[config.mk]
export PLATFORM = sky130hd
export DESIGN_NAME = backprop_cost_seq
export DESIGN_NICKNAME = d
export VERILOG_FILES = /design/src/rtl/backprop_pkg.sv /design/src/rtl/backprop_cost_seq_stream_packer.sv /design/src/rtl/backprop_cost_seq.sv
export SDC_FILE = /design/constraint.sdc
export NUM_CORES = 1
export LEC_CHECK = 0
export ABC_AREA = 1
export CAP_MARGIN = 20
export CORE_MARGIN = 2
export CORE_UTILIZATION = 38
export DETAILED_ROUTE_END_ITERATION = 8
export HOLD_SLACK_MARGIN = 0.03
export MAX_ROUTING_LAYER = met4
export PLACE_DENSITY = 0.68
export SYNTH_ARGS = -nofsm -noshare
export SYNTH_HDL_FRONTEND = slang
export SYNTH_SLANG_ARGS = --single-unit
export TNS_END_PERCENT = 20
[constraint.sdc]
create_clock -name clk -period 1.5 [get_ports clk]
set_input_delay 0.375 -clock clk [delete_from_list [all_inputs] [get_ports clk]]
set_output_delay 0.375 -clock clk [all_outputs]
set_load 0.05 [all_outputs]
[src/rtl/backprop_pkg.sv]
// Shared types and defaults for the backprop cost sequencer and cost unit.
package backprop_pkg;

    localparam int unsigned DEFAULT_DATA_SIZE = 4;
    localparam int unsigned DEFAULT_SIZE      = 3;

    typedef enum logic [1:0] {
        LOAD = 2'd0,
        WAIT = 2'd1,
        ACC  = 2'd2,
        DONE = 2'd3
    } state_t;

    // Counter width able to hold 0..n-1, never narrower than one bit.
    function automatic int unsigned cnt_w(input int unsigned n);
        return (n > 1) ? $clog2(n) : 1;
    endfunction

endpackage

[src/rtl/backprop_cost_seq_stream_packer.sv]
// stream_packer: writes one (y, label) element pair into the packed stream registers.
module stream_packer #(
    parameter int unsigned DATA_SIZE = backprop_pkg::DEFAULT_DATA_SIZE,
    parameter int unsigned SIZE      = backprop_pkg::DEFAULT_SIZE,
    parameter int unsigned IDX_W     = backprop_pkg::cnt_w(SIZE)
) (
    input  logic                      clk,
    input  logic                      rst_n,
    input  logic                      wr_en,
    input  logic [IDX_W-1:0]          idx,
    input  logic [DATA_SIZE-1:0]      y,
    input  logic [DATA_SIZE-1:0]      label,
    output logic [DATA_SIZE*SIZE-1:0] y_stream,
    output logic [DATA_SIZE*SIZE-1:0] label_stream
);

    // Element 0 lands in the most significant slice.
    always_ff @(posedge clk or negedge rst_n) begin
        if (!rst_n) begin
            y_stream     <= '0;
            label_stream <= '0;
        end else if (wr_en) begin
            for (int unsigned i = 0; i < SIZE; i++) begin
                if (idx == IDX_W'(i)) begin
                    y_stream[DATA_SIZE*(SIZE-i)-1 -: DATA_SIZE]     <= y;
                    label_stream[DATA_SIZE*(SIZE-i)-1 -: DATA_SIZE] <= label;
                end
            end
        end
    end

endmodule

[src/rtl/backprop_cost_seq.sv]
// Sequencer that packs element pairs for backprop_cost, accumulates per-sample costs
// over a batch and hands the total downstream. Define BATCH_MEAN_EN to output the mean.
module backprop_cost_seq #(
    parameter int unsigned DATA_SIZE = backprop_pkg::DEFAULT_DATA_SIZE,
    parameter int unsigned SIZE      = backprop_pkg::DEFAULT_SIZE,
    parameter int unsigned BATCH     = 4,
    parameter int unsigned COST_LAT  = 1,
    localparam int unsigned ACC_W    = DATA_SIZE + $clog2(BATCH) + 1
) (
    input  logic                      clk,
    input  logic                      rst_n,
    input  logic                      in_valid,
    output logic                      in_ready,
    input  logic [DATA_SIZE-1:0]      in_y,
    input  logic [DATA_SIZE-1:0]      in_label,
    output logic [DATA_SIZE*SIZE-1:0] y_stream,
    output logic [DATA_SIZE*SIZE-1:0] label_stream,
    input  logic [DATA_SIZE-1:0]      cost,
    output logic [ACC_W-1:0]          batch_cost,
    output logic                      batch_valid,
    input  logic                      batch_ready,
    output logic                      busy
);
    import backprop_pkg::*;

    localparam int unsigned EW    = cnt_w(SIZE);
    localparam int unsigned LW    = cnt_w(COST_LAT + 1);
    localparam int unsigned SW    = cnt_w(BATCH);
    localparam int unsigned SHIFT = $clog2(BATCH);

`ifdef BATCH_MEAN_EN
    if ((BATCH & (BATCH - 1)) != 0) begin : g_batch_pow2
        $error("BATCH must be a power of 2 when BATCH_MEAN_EN is defined");
    end
`endif

    state_t            state, state_nx;
    logic [EW-1:0]     elem_cnt;
    logic [LW-1:0]     lat_cnt;
    logic [SW-1:0]     samp_cnt;
    logic [ACC_W-1:0]  acc;
    logic              in_fire, out_fire, last_elem, last_samp;

    assign in_fire   = in_valid && in_ready;
    assign out_fire  = batch_valid && batch_ready;
    assign last_elem = (elem_cnt == EW'(SIZE - 1));
    assign last_samp = (samp_cnt == SW'(BATCH - 1));

    stream_packer #(
        .DATA_SIZE (DATA_SIZE),
        .SIZE      (SIZE),
        .IDX_W     (EW)
    ) u_packer (
        .clk          (clk),
        .rst_n        (rst_n),
        .wr_en        (in_fire),
        .idx          (elem_cnt),
        .y            (in_y),
        .label        (in_label),
        .y_stream     (y_stream),
        .label_stream (label_stream)
    );

    always_ff @(posedge clk or negedge rst_n) begin
        if (!rst_n) state <= LOAD;
        else        state <= state_nx;
    end

    always_comb begin
        state_nx = state;
        case (state)
            LOAD: if (in_fire && last_elem) state_nx = WAIT;
            WAIT: if (lat_cnt == '0) state_nx = ACC;
            ACC:  state_nx = last_samp ? DONE : LOAD;
            DONE: if (out_fire) state_nx = LOAD;
            default: state_nx = LOAD;
        endcase
    end

    always_comb begin
        in_ready    = 1'b0;
        batch_valid = 1'b0;
        busy        = 1'b1;
        case (state)
            LOAD: begin
                in_ready = 1'b1;
                busy     = !((elem_cnt == '0) && (samp_cnt == '0));
            end
            DONE:    batch_valid = 1'b1;
            default: ;
        endcase
    end

    always_ff @(posedge clk or negedge rst_n) begin
        if (!rst_n) begin
            elem_cnt <= '0;
            lat_cnt  <= '0;
            samp_cnt <= '0;
            acc      <= '0;
        end else begin
            case (state)
                LOAD: begin
                    if (in_fire) begin
                        if (last_elem) begin
                            elem_cnt <= '0;
                            lat_cnt  <= LW'(COST_LAT);
                        end else begin
                            elem_cnt <= elem_cnt + EW'(1);
                        end
                    end
                end
                WAIT: begin
                    if (lat_cnt != '0) lat_cnt <= lat_cnt - LW'(1);
                end
                ACC: begin
                    acc      <= acc + ACC_W'(cost);
                    samp_cnt <= samp_cnt + SW'(1);
                end
                DONE: begin
                    if (out_fire) begin
                        acc      <= '0;
                        samp_cnt <= '0;
                        elem_cnt <= '0;
                    end
                end
                default: ;
            endcase
        end
    end

    // acc only changes in ACC and is cleared on the output handshake, so it is
    // stable for the whole DONE state and can drive the output directly.
    always_comb begin
`ifdef BATCH_MEAN_EN
        batch_cost = acc >> SHIFT;
`else
        batch_cost = acc;
`endif
    end

endmodule
=== Word-level counts from Yosys, hierarchy flattened ===
Index checks and enable logic that the tools add are counted.

* Logic and storage cells: 62
* Output and inout bits: 34
* Bits of input ports: 16
* Flip-flop bits (word level): 38

* Add/sub/neg operators: 4
* Reduce and logical (&&, ||, !) cells: 18
* Mux-type cells: 18
* Equality and inequality tests: 11

{| class="wikitable"
|+ Operators with widths
! kind !! count
|-
| $pmux 7 s2 || 1
|-
| $mux 2 || 6
|-
| $ne 2x2->1 const B || 5
|-
| $reduce_and 3->1 || 3
|-
| $eq 2x2->1 const B || 4
|-
| $pmux 2 s2 || 2
|-
| $pmux 2 s4 || 1
|-
| $reduce_and 2->1 || 4
|-
| $add 7x4->7 || 1
|-
| $mux 7 || 1
|-
| $logic_not 2->1 || 3
|-
| $mux 1 || 6
|-
| $reduce_bool 2->1 || 3
|-
| $add 2x1->2 const B || 2
|-
| $eq 2x1->1 const B || 2
|-
| $logic_and 1x1->1 || 4
|-
| $pmux 1 s2 || 1
|-
| $logic_not 1->1 || 1
|-
| $sub 1x1->1 const B || 1
|}

=== Logic depth before layout (Yosys ltp) ===
* Depth after elaboration: 6
* Mapped depth: 10
* Mapped depth without buffers: 10

=== Hierarchy ===
Synthesis repeated with hierarchy kept, for this count alone.

* Cells, all modules: 215
* Area, all modules: 1,904.3 um^2

{| class="wikitable"
|+ By module, submodules not included
! module !! seq. area each (um^2) !! area each (um^2) !! cells an instance !! instances
|-
| stream_packer || 600.6 || 1,051.0 || 107 || 1
|-
| backprop_cost_seq || 350.3 || 853.3 || 108 || 1
|}

=== Worst setup path before layout ===
Ideal clock, no wire load.

* Path kind: flip-flop to flip-flop
* From: register acc[0], in the netlist batch_cost[0]
* To: register acc[4], in the netlist batch_cost[4]
* Stages on the path, launching flop included: 11
* Arrival: 1.649 ns
* Clock period less this slack: 1.762 ns
* Path slack: -0.262 ns
* Setup time: 0.113 ns
* Required time: 1.387 ns
* Path buffers: 0
* Cells stage by stage: dfrtp_1 -> ha_1 -> fa_1 -> nand2_1 -> nand2_1 -> nand2_1 -> nand2_1 -> nand2_1 -> nand2_1 -> nand2_1 -> inv_1

* Cells in the longest elaborated chain, start to end: 2

{| class="wikitable"
|+ RTL lines
! element !! line !! text
|-
| start: declaration || backprop_cost_seq.sv:41 || <nowiki>logic [ACC_W-1:0] acc;</nowiki>
|-
| start signal: assignment || backprop_cost_seq.sv:116 || <nowiki>acc <= acc + ACC_W'(cost);</nowiki>
|-
| $add 7x4->7 || backprop_cost_seq.sv:116 ||
|-
| $pmux 7 s2 || backprop_cost_seq.sv:101 || <nowiki>case (state)</nowiki>
|}

No other way between the ends.
A chain may end at the register's enable or synchronous reset.

=== Final worst setup path ===
* From: register samp_cnt[1]
* To: output port busy

* Cells in the longest elaborated chain, start to end: 4

{| class="wikitable"
|+ RTL lines
! element !! line !! text
|-
| start: declaration || backprop_cost_seq.sv:40 || <nowiki>logic [SW-1:0] samp_cnt;</nowiki>
|-
| start signal: assignment || backprop_cost_seq.sv:117 || <nowiki>samp_cnt <= samp_cnt + SW'(1);</nowiki>
|-
| $logic_not 2->1 || backprop_cost_seq.sv:87 || <nowiki>busy = !((elem_cnt == '0) && (samp_cnt == '0));</nowiki>
|-
| $logic_and 1x1->1 || backprop_cost_seq.sv:87 ||
|-
| $logic_not 1->1 || backprop_cost_seq.sv:87 ||
|-
| $mux 1 || backprop_cost_seq.sv:84 || <nowiki>case (state)</nowiki>
|-
| end: declaration || backprop_cost_seq.sv:22 || <nowiki>output logic busy</nowiki>
|}

No other way between the ends.

==> results.txt <==
Fin. Hold Viols: 0
CTS tree: done
Multi-input gate area: 795.8 um2
Overflow after GRT: 0
Critical Path Sink Type: primary output
Max VDD drop: 1094 uV
Detailed Place HPWL: 2.887 mm
GRT Total Usage: 16.89%
Final Max Tran Viols: 0
most frequent cells in the layout: nand2_1, dfrtp_1, buf_12
diode count: 0
die height: 73 um
Synth Instances: 193
vias in the first global route: 1454
Iteration-0 DRC Markers: 105
fin crit share: 101.0%
CP Launch Type: flop
WP data required: 1.12 ns
Max Cap Viol: 0
port bufs: 49
clock slew at reported path FFs: 0.07 ns
area share of the largest cell type after synthesis: 52.56%
# IOs: 50
hold crit path type: flop to flop
CP Max Fanout: 2
WS Path Type: flop to primary output
# nets final: 284
Rel. slew slack: 72.61%
Die Wd: 73 um
leading post-synthesis cells by cell area: dfrtp_1, nand2_1, o21ai_2
total CTS buffers: 5
hold slack: 0.4800 ns
Leakage: 1.432 nW
status: complete, but fails checks
Die Area: 5329 um2
DRT antenna net count: 0
area of the core: 4661 um2
violated checks: negative setup slack
fin worst setup slack: -0.01475 ns
share of cells above drive strength 1: 36.78%
row count: 25
first-pass GRT wire length: 6.706 mm
RSZ-0062 raised after global routing: true
Power Density: 2546 nW/um2
final core utilization: 63.03%
pin count of the biggest net entering global routing: 18
Final setup viols: 2
routed wire length: 3.899 mm
Post-Syn Area: 1809 um2
H-tree depth: 2
commonest non-fill, non-tap cell in the layout: nand2_1
CTS max path bufs: 2
Area growth, synth to finish: 62.38%
Synth cell types: 21
# fillers: 361
initial antenna violation count: 0
minimum clock period: 1.515 ns
Routed WL per cell: 12.38 um
RePlAce Congestion: 0.8234
Worst-Margin Slew: 0.4108 ns
arrival time worst endpoint: 1.14 ns
Clock Latency Late Sink: 0.28 ns
Pre-Repair DR Iteration Count: 4
post-synthesis area per instance: 9.374 um2
register area share after synthesis: 52.56%
Clock Skews: 0.006021 ns
Via density: 4.695
Initial Utilization: 38.82%
FF+latch count, synth: 38
yosys warns: 0
DRC violations left: 0
syn_nets: 216
FF/Latch Area: 955.9 um2
root buf cell: clkbuf_8
max frequency: 660.2 MHz
top cell type by total area after synthesis: dfrtp_1
DR vias: 1479
Sink Count: 38
repair_timing:
action | CTS | global route
cloned | 0 | 0
endpoints found under the hold margin | 15 | 0
hold buffers | 1 | 0
gates resized for setup | 11 | 6
buffers inserted | 4 | 0
endpoints found under the setup margin | 5 | 13
pin swaps | 2 | 1
per-layer routing:
metal,GRT usage [%],up-vias,part of all wire (%)
li1,-,751,-
met2,25.03,25,49
met3,4.144,8,3.0
met5,-,-,0
met1,22.40,695,46
met4,6.379,0,1.8
synth_stat cells:
cell / number
nand2_1: 63
dfrtp_1: 38
inv_1: 25
o21ai_2: 16
nand3_1: 9
o21ai_0: 8
o21ai_1: 8
ha_1: 6
nor2_1: 4
buf_6: 3
a21oi_1: 2
nand2_4: 2
a22oi_2: 1
clkinv_2: 1
fa_1: 1
nand2_2: 1
nand3_4: 1
nand4_1: 1
nand4_4: 1
nor2_4: 1
or2_2: 1
logic make-up after synthesis:
logic type | share of synthesized area (%)
flops | 52.56
compound gates | 13.42
simple gates | 21.44
buf+inv | 7.330
fa+ha+maj | 5.256
path summary, 6_finish.rpt:
kind	to	slack (ns)	cells past startpoint	from
min in group asynchronous	batch_cost[1]$_DFFE_PN0P_	0.56	2	rst_n
setup reg to reg	batch_cost[4]$_DFFE_PN0P_	0.03	10	batch_cost[0]$_DFFE_PN0P_
max in group asynchronous	u_packer.y_stream[6]$_DFFE_PN0P_	0.42	3	rst_n
hold reg to reg	lat_cnt$_DFFE_PN0P_	0.48	2	lat_cnt$_DFFE_PN0P_
setup / recovery	busy	-0.01	4	samp_cnt[1]$_DFFE_PN0P_
hold / removal	lat_cnt$_DFFE_PN0P_	0.48	2	lat_cnt$_DFFE_PN0P_
per-stage QoR:
stage / instance area, um2 / setup TNS, ns / worst slack, ns / cells / power, W
floorplan: 1841 / -0.08435 / -0.06470 / 193 / 0.004384
global placement: 2763 / -2.919 / -0.3786 / 303 / 0.006549
detailed placement: 2763 / -3.134 / -0.4036 / 303 / 0.006604
CTS: 2915 / -0.02278 / -0.01262 / 315 / 0.007498
global route: 2938 / -0.5069 / -0.07136 / 315 / 0.007905
finish: 2938 / -0.01777 / -0.01475 / 315 / 0.007480
cell type report:
cell class | instances | area share [%]
multi-input combinational | 126 | 27.09
sequential | 38 | 32.54
tap | 54 | 2.300
clock buffer | 7 | 2.939
inverter | 26 | 3.365
timing repair buffer | 64 | 31.77
state kept, by name, indices dropped and copies added, names as in the netlist:
signal                 cells
u_packer.y_stream         12
batch_cost                 7
samp_cnt                   2
lat_cnt                    1
state                      2
elem_cnt                   2
u_packer.label_stream     12
where the power goes:
group          internal, W  leakage, nW  total [W]  switching (W)
sequential         0.00149        0.477    0.00201       0.000528
clock             0.000364       0.0443   0.000696       0.000331
combinational      0.00224        0.911    0.00477        0.00253
critical path: stages, from the launching register on:
cell and delay, ns:
dfrtp_1 0.41, inv_2 0.09, ha_4 0.14, nand3_4 0.07, buf_6 0.15
(Power assumes the default switching activity.)
